**src/rtl/icache_pkg.sv**
```systemverilog
// Shared instruction-cache definitions.
// Holds the refill FSM state encoding, line geometry and the line-address
// alignment helper. The ICache uses the same offsets for its tag/index/offset split.
package icache_pkg;

    localparam int LINE_WORDS       = 4;
    localparam int LINE_OFFSET_BITS = 4;
    localparam int WORD_OFFSET_BITS = 2;

    // Clears the byte-in-line offset of a 32-bit byte address.
    localparam logic [31:0] LINE_ADDR_MASK = ~((32'd1 << LINE_OFFSET_BITS) - 32'd1);

    typedef enum logic [1:0] {
        IDLE  = 2'd0,
        FETCH = 2'd1,
        DONE  = 2'd2
    } refill_state_e;

    function automatic logic [31:0] line_align(input logic [31:0] addr);
        return addr & LINE_ADDR_MASK;
    endfunction

endpackage

```
**src/rtl/icache_refill.sv**
```systemverilog
// Instruction-cache line refill engine.
// Takes a one-cycle miss request for a 16-byte line, fetches it as sequential
// word reads on a valid/ack bus, assembles the words in a private buffer and
// presents the finished line with a one-cycle ready pulse. A request arriving
// mid-fill (redirect) aborts the current line once its in-flight beat is acked.
//
// Ports:
//   clk, rst_n          clock, asynchronous active-low reset
//   icache_addr_i       line address from the cache (low offset bits ignored)
//   icache_valid_req_i  one-cycle request pulse
//   mem_ready_o         one-cycle pulse, mem_data_o holds the completed line
//   mem_data_o          completed line, word i at [32i+31:32i]
//   bus_req_o           bus read request
//   bus_addr_o          word-aligned bus read address
//   bus_ack_i           bus read accepted, bus_rdata_i valid this cycle
//   bus_rdata_i         bus read data
//
// state | meaning
// IDLE  | waiting for a miss request
// FETCH | bus request active for word 'beat' of line 'base'
// DONE  | line complete, mem_ready_o high for this cycle only
module icache_refill #(
    parameter int ADDR_WIDTH = 32,
    parameter int WORD_WIDTH = 32,
    parameter int LINE_WORDS = 4
) (
    input  logic                             clk,
    input  logic                             rst_n,
    input  logic [ADDR_WIDTH-1:0]            icache_addr_i,
    input  logic                             icache_valid_req_i,
    output logic                             mem_ready_o,
    output logic [LINE_WORDS*WORD_WIDTH-1:0] mem_data_o,
    output logic                             bus_req_o,
    output logic [ADDR_WIDTH-1:0]            bus_addr_o,
    input  logic                             bus_ack_i,
    input  logic [WORD_WIDTH-1:0]            bus_rdata_i
);
    import icache_pkg::*;

    localparam int BEAT_W     = (LINE_WORDS > 1) ? $clog2(LINE_WORDS) : 1;
    localparam int LINE_WIDTH = LINE_WORDS * WORD_WIDTH;
    localparam logic [ADDR_WIDTH-1:0] ALIGN_MASK =
        ~ADDR_WIDTH'((64'd1 << LINE_OFFSET_BITS) - 64'd1);

    refill_state_e state, state_next;

    logic [ADDR_WIDTH-1:0] base;
    logic [BEAT_W-1:0]     beat;
    logic                  pend_valid;
    logic [ADDR_WIDTH-1:0] pend_addr;
    logic [WORD_WIDTH-1:0] asm_buf [LINE_WORDS];
    logic [LINE_WIDTH-1:0] line_next;

    logic [ADDR_WIDTH-1:0] req_line;
    logic                  in_fetch;
    logic                  ack;
    logic                  redirect;
    logic                  last_beat;

    assign req_line  = icache_addr_i & ALIGN_MASK;
    assign in_fetch  = (state == FETCH);
    assign ack       = in_fetch && bus_ack_i;
    // A request coincident with an ack redirects that same beat.
    assign redirect  = pend_valid || icache_valid_req_i;
    assign last_beat = (beat == BEAT_W'(LINE_WORDS - 1));

    assign bus_req_o   = in_fetch;
    assign bus_addr_o  = in_fetch ? (base + (ADDR_WIDTH'(beat) << WORD_OFFSET_BITS)) : '0;
    assign mem_ready_o = (state == DONE);

    always_ff @(posedge clk or negedge rst_n) begin
        if (!rst_n) begin
            state <= IDLE;
        end else begin
            state <= state_next;
        end
    end

    always_comb begin
        state_next = state;
        case (state)
            IDLE: begin
                if (icache_valid_req_i) state_next = FETCH;
            end
            FETCH: begin
                if (ack && !redirect && last_beat) state_next = DONE;
            end
            DONE: begin
                state_next = icache_valid_req_i ? FETCH : IDLE;
            end
            default: state_next = IDLE;
        endcase
    end

    // Completed line: buffered words plus the final word straight off the bus.
    always_comb begin
        line_next = '0;
        for (int i = 0; i < LINE_WORDS - 1; i++) begin
            line_next[i*WORD_WIDTH +: WORD_WIDTH] = asm_buf[i];
        end
        line_next[(LINE_WORDS-1)*WORD_WIDTH +: WORD_WIDTH] = bus_rdata_i;
    end

    always_ff @(posedge clk or negedge rst_n) begin
        if (!rst_n) begin
            base       <= '0;
            beat       <= '0;
            pend_valid <= 1'b0;
            pend_addr  <= '0;
            mem_data_o <= '0;
            for (int i = 0; i < LINE_WORDS; i++) begin
                asm_buf[i] <= '0;
            end
        end else if (!in_fetch) begin
            if (icache_valid_req_i) begin
                base <= req_line;
                beat <= '0;
            end
        end else if (ack) begin
            if (redirect) begin
                // Aborted beat's data is dropped; restart on the newest address.
                base       <= icache_valid_req_i ? req_line : pend_addr;
                beat       <= '0;
                pend_valid <= 1'b0;
            end else begin
                asm_buf[beat] <= bus_rdata_i;
                beat          <= beat + BEAT_W'(1);
                if (last_beat) begin
                    mem_data_o <= line_next;
                end
            end
        end else if (icache_valid_req_i) begin
            pend_addr  <= req_line;
            pend_valid <= 1'b1;
        end
    end

endmodule

```
**config.mk**
```make
export PLATFORM = sky130hd
export DESIGN_NAME = icache_refill
export DESIGN_NICKNAME = d
export VERILOG_FILES = /design/src/rtl/icache_pkg.sv /design/src/rtl/icache_refill.sv
export SDC_FILE = /design/constraint.sdc
export NUM_CORES = 1
export LEC_CHECK = 0
export ABC_AREA = 1
export BUFFER_PORTS_ARGS = -buffer_cell sky130_fd_sc_hd__buf_4
export CORE_UTILIZATION = 44
export CTS_CLUSTER_SIZE = 25
export DETAILED_ROUTE_END_ITERATION = 7
export GPL_ROUTABILITY_DRIVEN = 0
export GPL_TIMING_DRIVEN = 0
export PLACE_DENSITY_LB_ADDON = 0.3
export SYNTH_ARGS = -nofsm -noshare
export SYNTH_HDL_FRONTEND = slang
export SYNTH_SLANG_ARGS = --single-unit
export TNS_END_PERCENT = 100
```
**constraint.sdc**
```tcl
create_clock -name clk -period 7.5 [get_ports clk]
set_clock_uncertainty 0.2 [all_clocks]
set_input_delay 2.25 -clock clk [delete_from_list [all_inputs] [get_ports clk]]
set_output_delay 2.25 -clock clk [all_outputs]
set_load 0.05 [all_outputs]
```
==> summary.txt <==
Status
  – Status: finished clean

GRT
  – Largest net degree at the start of global routing: 118
  – Vias in the first global route: 9978
  – First-pass GRT wire length: 53600 microns
  – GRT Total Usage: 24.1%
  – Remaining global-route overflow: 0
  – Antenna violations before repair: 0

Synth
  – Synthesized area per cell: 8.54 sq um
  – Most frequent cell after synthesis: nand2_1
  – Ys async rst share: 100%
  – Synth Instances: 1421
  – Post-synth top area cell: dfrtp_1
  – Synth Flop Type: dfrtp_1
  – Sequential element share of the synthesized area: 60.4%
  – Post-synth EDFFs: 0
  – Synth top area cells: dfrtp_1 (60%), nand2_1 (18%), o21ai_0 (7.6%)
  – Synthesized area: 12100 sq um
  – Area fraction of the dominant cell type after synthesis: 60.4%
  – Syn_nets: 1496
  – Yosys warnings: 0
  – Number of synthesized register bits: 293
  – Leading cell types by count after synthesis: nand2_1 (574), dfrtp_1 (293), o21ai_0 (185)
  – Synth cell types: 27

Drt
  – Top layer in use: met4
  – DRC viols: 0
  – Drt total wl: 33500 microns
  – M1 wire length: 15000 microns
  – Starting DRT DRC Count: 855
  – Routed WL per cell: 16.4 microns
  – Met3 wire length: 2270 microns
  – Drt pass-1 iters: 5
  – Via count: 10200
  – Routed Antenna Nets: 0
  – Via density: 5.00
  – Length of routed met2 wiring: 15900 microns

Timing
  – Worst rel slew slack: 52.8%
  – Setup violators final: 0
  – Final setup TNS: 0 ps
  – Max Slew Vio Count: 0
  – Tmin final: 5180 ps
  – FMAX: 193 MHz
  – Final Cycle Share: 69.1%
  – RSZ-0062 raised after global routing: no
  – Slew at the pin closest to its max-slew limit: 708 ps
  – Final WS setup: 2320 ps
  – Final hold viol count: 0

Floorplan
  – Total core area: 27000 sq um
  – Die X: 168 microns
  – Boundary Pins: 230
  – Die footprint: 28200 sq um
  – Num rows: 60
  – Starting Density: 44.9%
  – Die Ht: 168 microns

Final layout
  – # fillers: 2483
  – Layout area overhead: 27.8%
  – Antenna cells: 0
  – Share of cells above drive strength 1: 19.1%
  – Layout net count: 1756

Clock tree
  – CTS buffer count: 31
  – CTS tree: built
  – Clk Latency, worst-skew pair: 560 ps
  – Cts hold-fix bufs: 0
  – Post-CTS sizing: 0
  – H-Tree Depth: 1
  – Clk slew on worst S/H paths: 60 ps
  – Clock Tree Root: clkbuf_16
  – Sink Count: 293
  – Postcts setup bufs: 0
  – Clock buffer depth: 3

Worst setup path
  – Worst EP arrival: 2730 ps
  – Crit-path cells: ha_1 > fa_1 > nand2_1 > nor2_1 > nand2_1 > nor2_1 > nand3b_1 > nand2_1 > nor2_1 > buf_4
  – Setup Crit Path Kind: reg2out
  – CP max FO: 6
  – Worst-path cell with the longest stage delay: dfrtp_1
  – Critical path endpoint category: output pin
  – CP max stage delay: 460 ps
  – Setup crit start kind: flip-flop
  – CP Data Required Time: 5050 ps

Power
  – Peak VDD IR: 0.221 mV
  – Pwr/cell area: 384 nW/um^2
  – LEAKAGE: 8.30 nW

Hold path
  – Min-delay worst type: reg2reg

Placement
  – Port Buffers: 225
  – Final HPWL DP: 24000 microns
  – Pre-CTS WS: 2910 ps

Run
  – Max Cap Violations: 0
stage by stage:
stage	instance area, sq um	power (mW)	instances	hold slack (ps)	utilization (%)
global route	15500	6.25	2047	287	57.4
floorplan	12100	3.58	1421	242	-
finish	15500	5.95	2047	265	57.4
global placement	14300	4.18	1987	248	52.7
CTS	15500	5.98	2047	265	57.4
detailed placement	14300	4.23	1989	253	53.0
final timing paths:
kind	end	slack [ps]	cells after the start	startpoint
max in group asynchronous	mem_data_o[52]$_DFFE_PN0P_	4590	2	rst_n
worst min register to register	mem_data_o[72]$_DFFE_PN0P_	270	2	asm_buf[40]$_DFFE_PN0P_
min in group asynchronous	mem_data_o[71]$_DFFE_PN0P_	1500	1	rst_n
worst max-delay path	bus_addr_o[20]	2320	10	beat[0]$_DFFE_PN0P_
worst min-delay path	mem_data_o[72]$_DFFE_PN0P_	270	2	asm_buf[40]$_DFFE_PN0P_
worst max register to register	base[8]$_DFFE_PN0P_	5370	9	state[0]$_DFFE_PN0P_
report_power, final:
part           switching [mW]  total (mW)  internal (mW)
Sequential              0.297        2.31           2.01
Clock                   0.647        1.74           1.09
Combinational            1.34        1.90          0.566
Total                    2.28        5.95           3.67
sequential cells by signal, summed over array words and instances (netlist names):
signal / flops
state: 2
pend_valid: 1
asm_buf: 96
pend_addr: 32
beat: 2
mem_data_o: 128
base: 32
critical path, delay by kind of cell, from the launching register on:
kind,cells,cell delay [ps]
AND/OR/NAND/NOR,7,800
buffers and inverters,1,230
flip-flops,1,460
adder cells (fa/ha/maj),2,690
cells in the final DEF (no fill, tap or decap), types with 2 or more instances in the layout:
cell | synthesis | final
inv_2 | 2 | 2
nor2_1 | 104 | 104
nand2_2 | 6 | 6
o21ai_1 | 8 | 8
nor3_1 | 3 | 3
clkbuf_8 | 0 | 9
nand3_1 | 15 | 15
clkbuf_1 | 36 | 39
nand2_1 | 574 | 574
clkinv_2 | 0 | 2
clkinvlp_4 | 0 | 3
o21ai_0 | 185 | 185
a21oi_1 | 33 | 33
ha_1 | 6 | 6
o211ai_1 | 8 | 8
buf_4 | 3 | 227
inv_1 | 102 | 102
o21bai_1 | 3 | 3
clkbuf_16 | 0 | 31
xor2_1 | 2 | 2
buf_2 | 23 | 23
buf_16 | 0 | 2
dfrtp_1 | 293 | 293
buf_6 | 4 | 4
bufinv_16 | 0 | 7
nor2_4 | 4 | 4
layout make-up:
type                       instances  area, sq um  area share [%]
buffer                            66          318            2.05
clock buffer                      43          911            5.87
clock inverter                    15          280            1.81
inverter                         104          390            2.52
multi-input combinational        958         4100            26.4
sequential                       293         7330            47.3
tap                              341          427            2.75
timing repair buffer             227         1750            11.3
cell families (layout without fill, tap and decap cells):
kind of cell | count (synthesis) | in the layout | synth area share (%)
and+or+nand+nor | 710 | 710 | 22.7
xor gates and xnor gates | 2 | 2 | 0.144
DFF | 293 | 293 | 60.4
adders and majority gates | 7 | 7 | 0.784
buffers and inverters | 170 | 455 | 5.84
AOI/OAI and AO/OA | 239 | 239 | 10.1
per-layer routing:
layer	track usage [%]	up-vias
li1	-	4963
met1	33.6	4958
met2	39.4	285
met3	4.80	35
met4	4.47	0
met5	0	-
No activity file was read; power rests on OpenSTA's default activity.
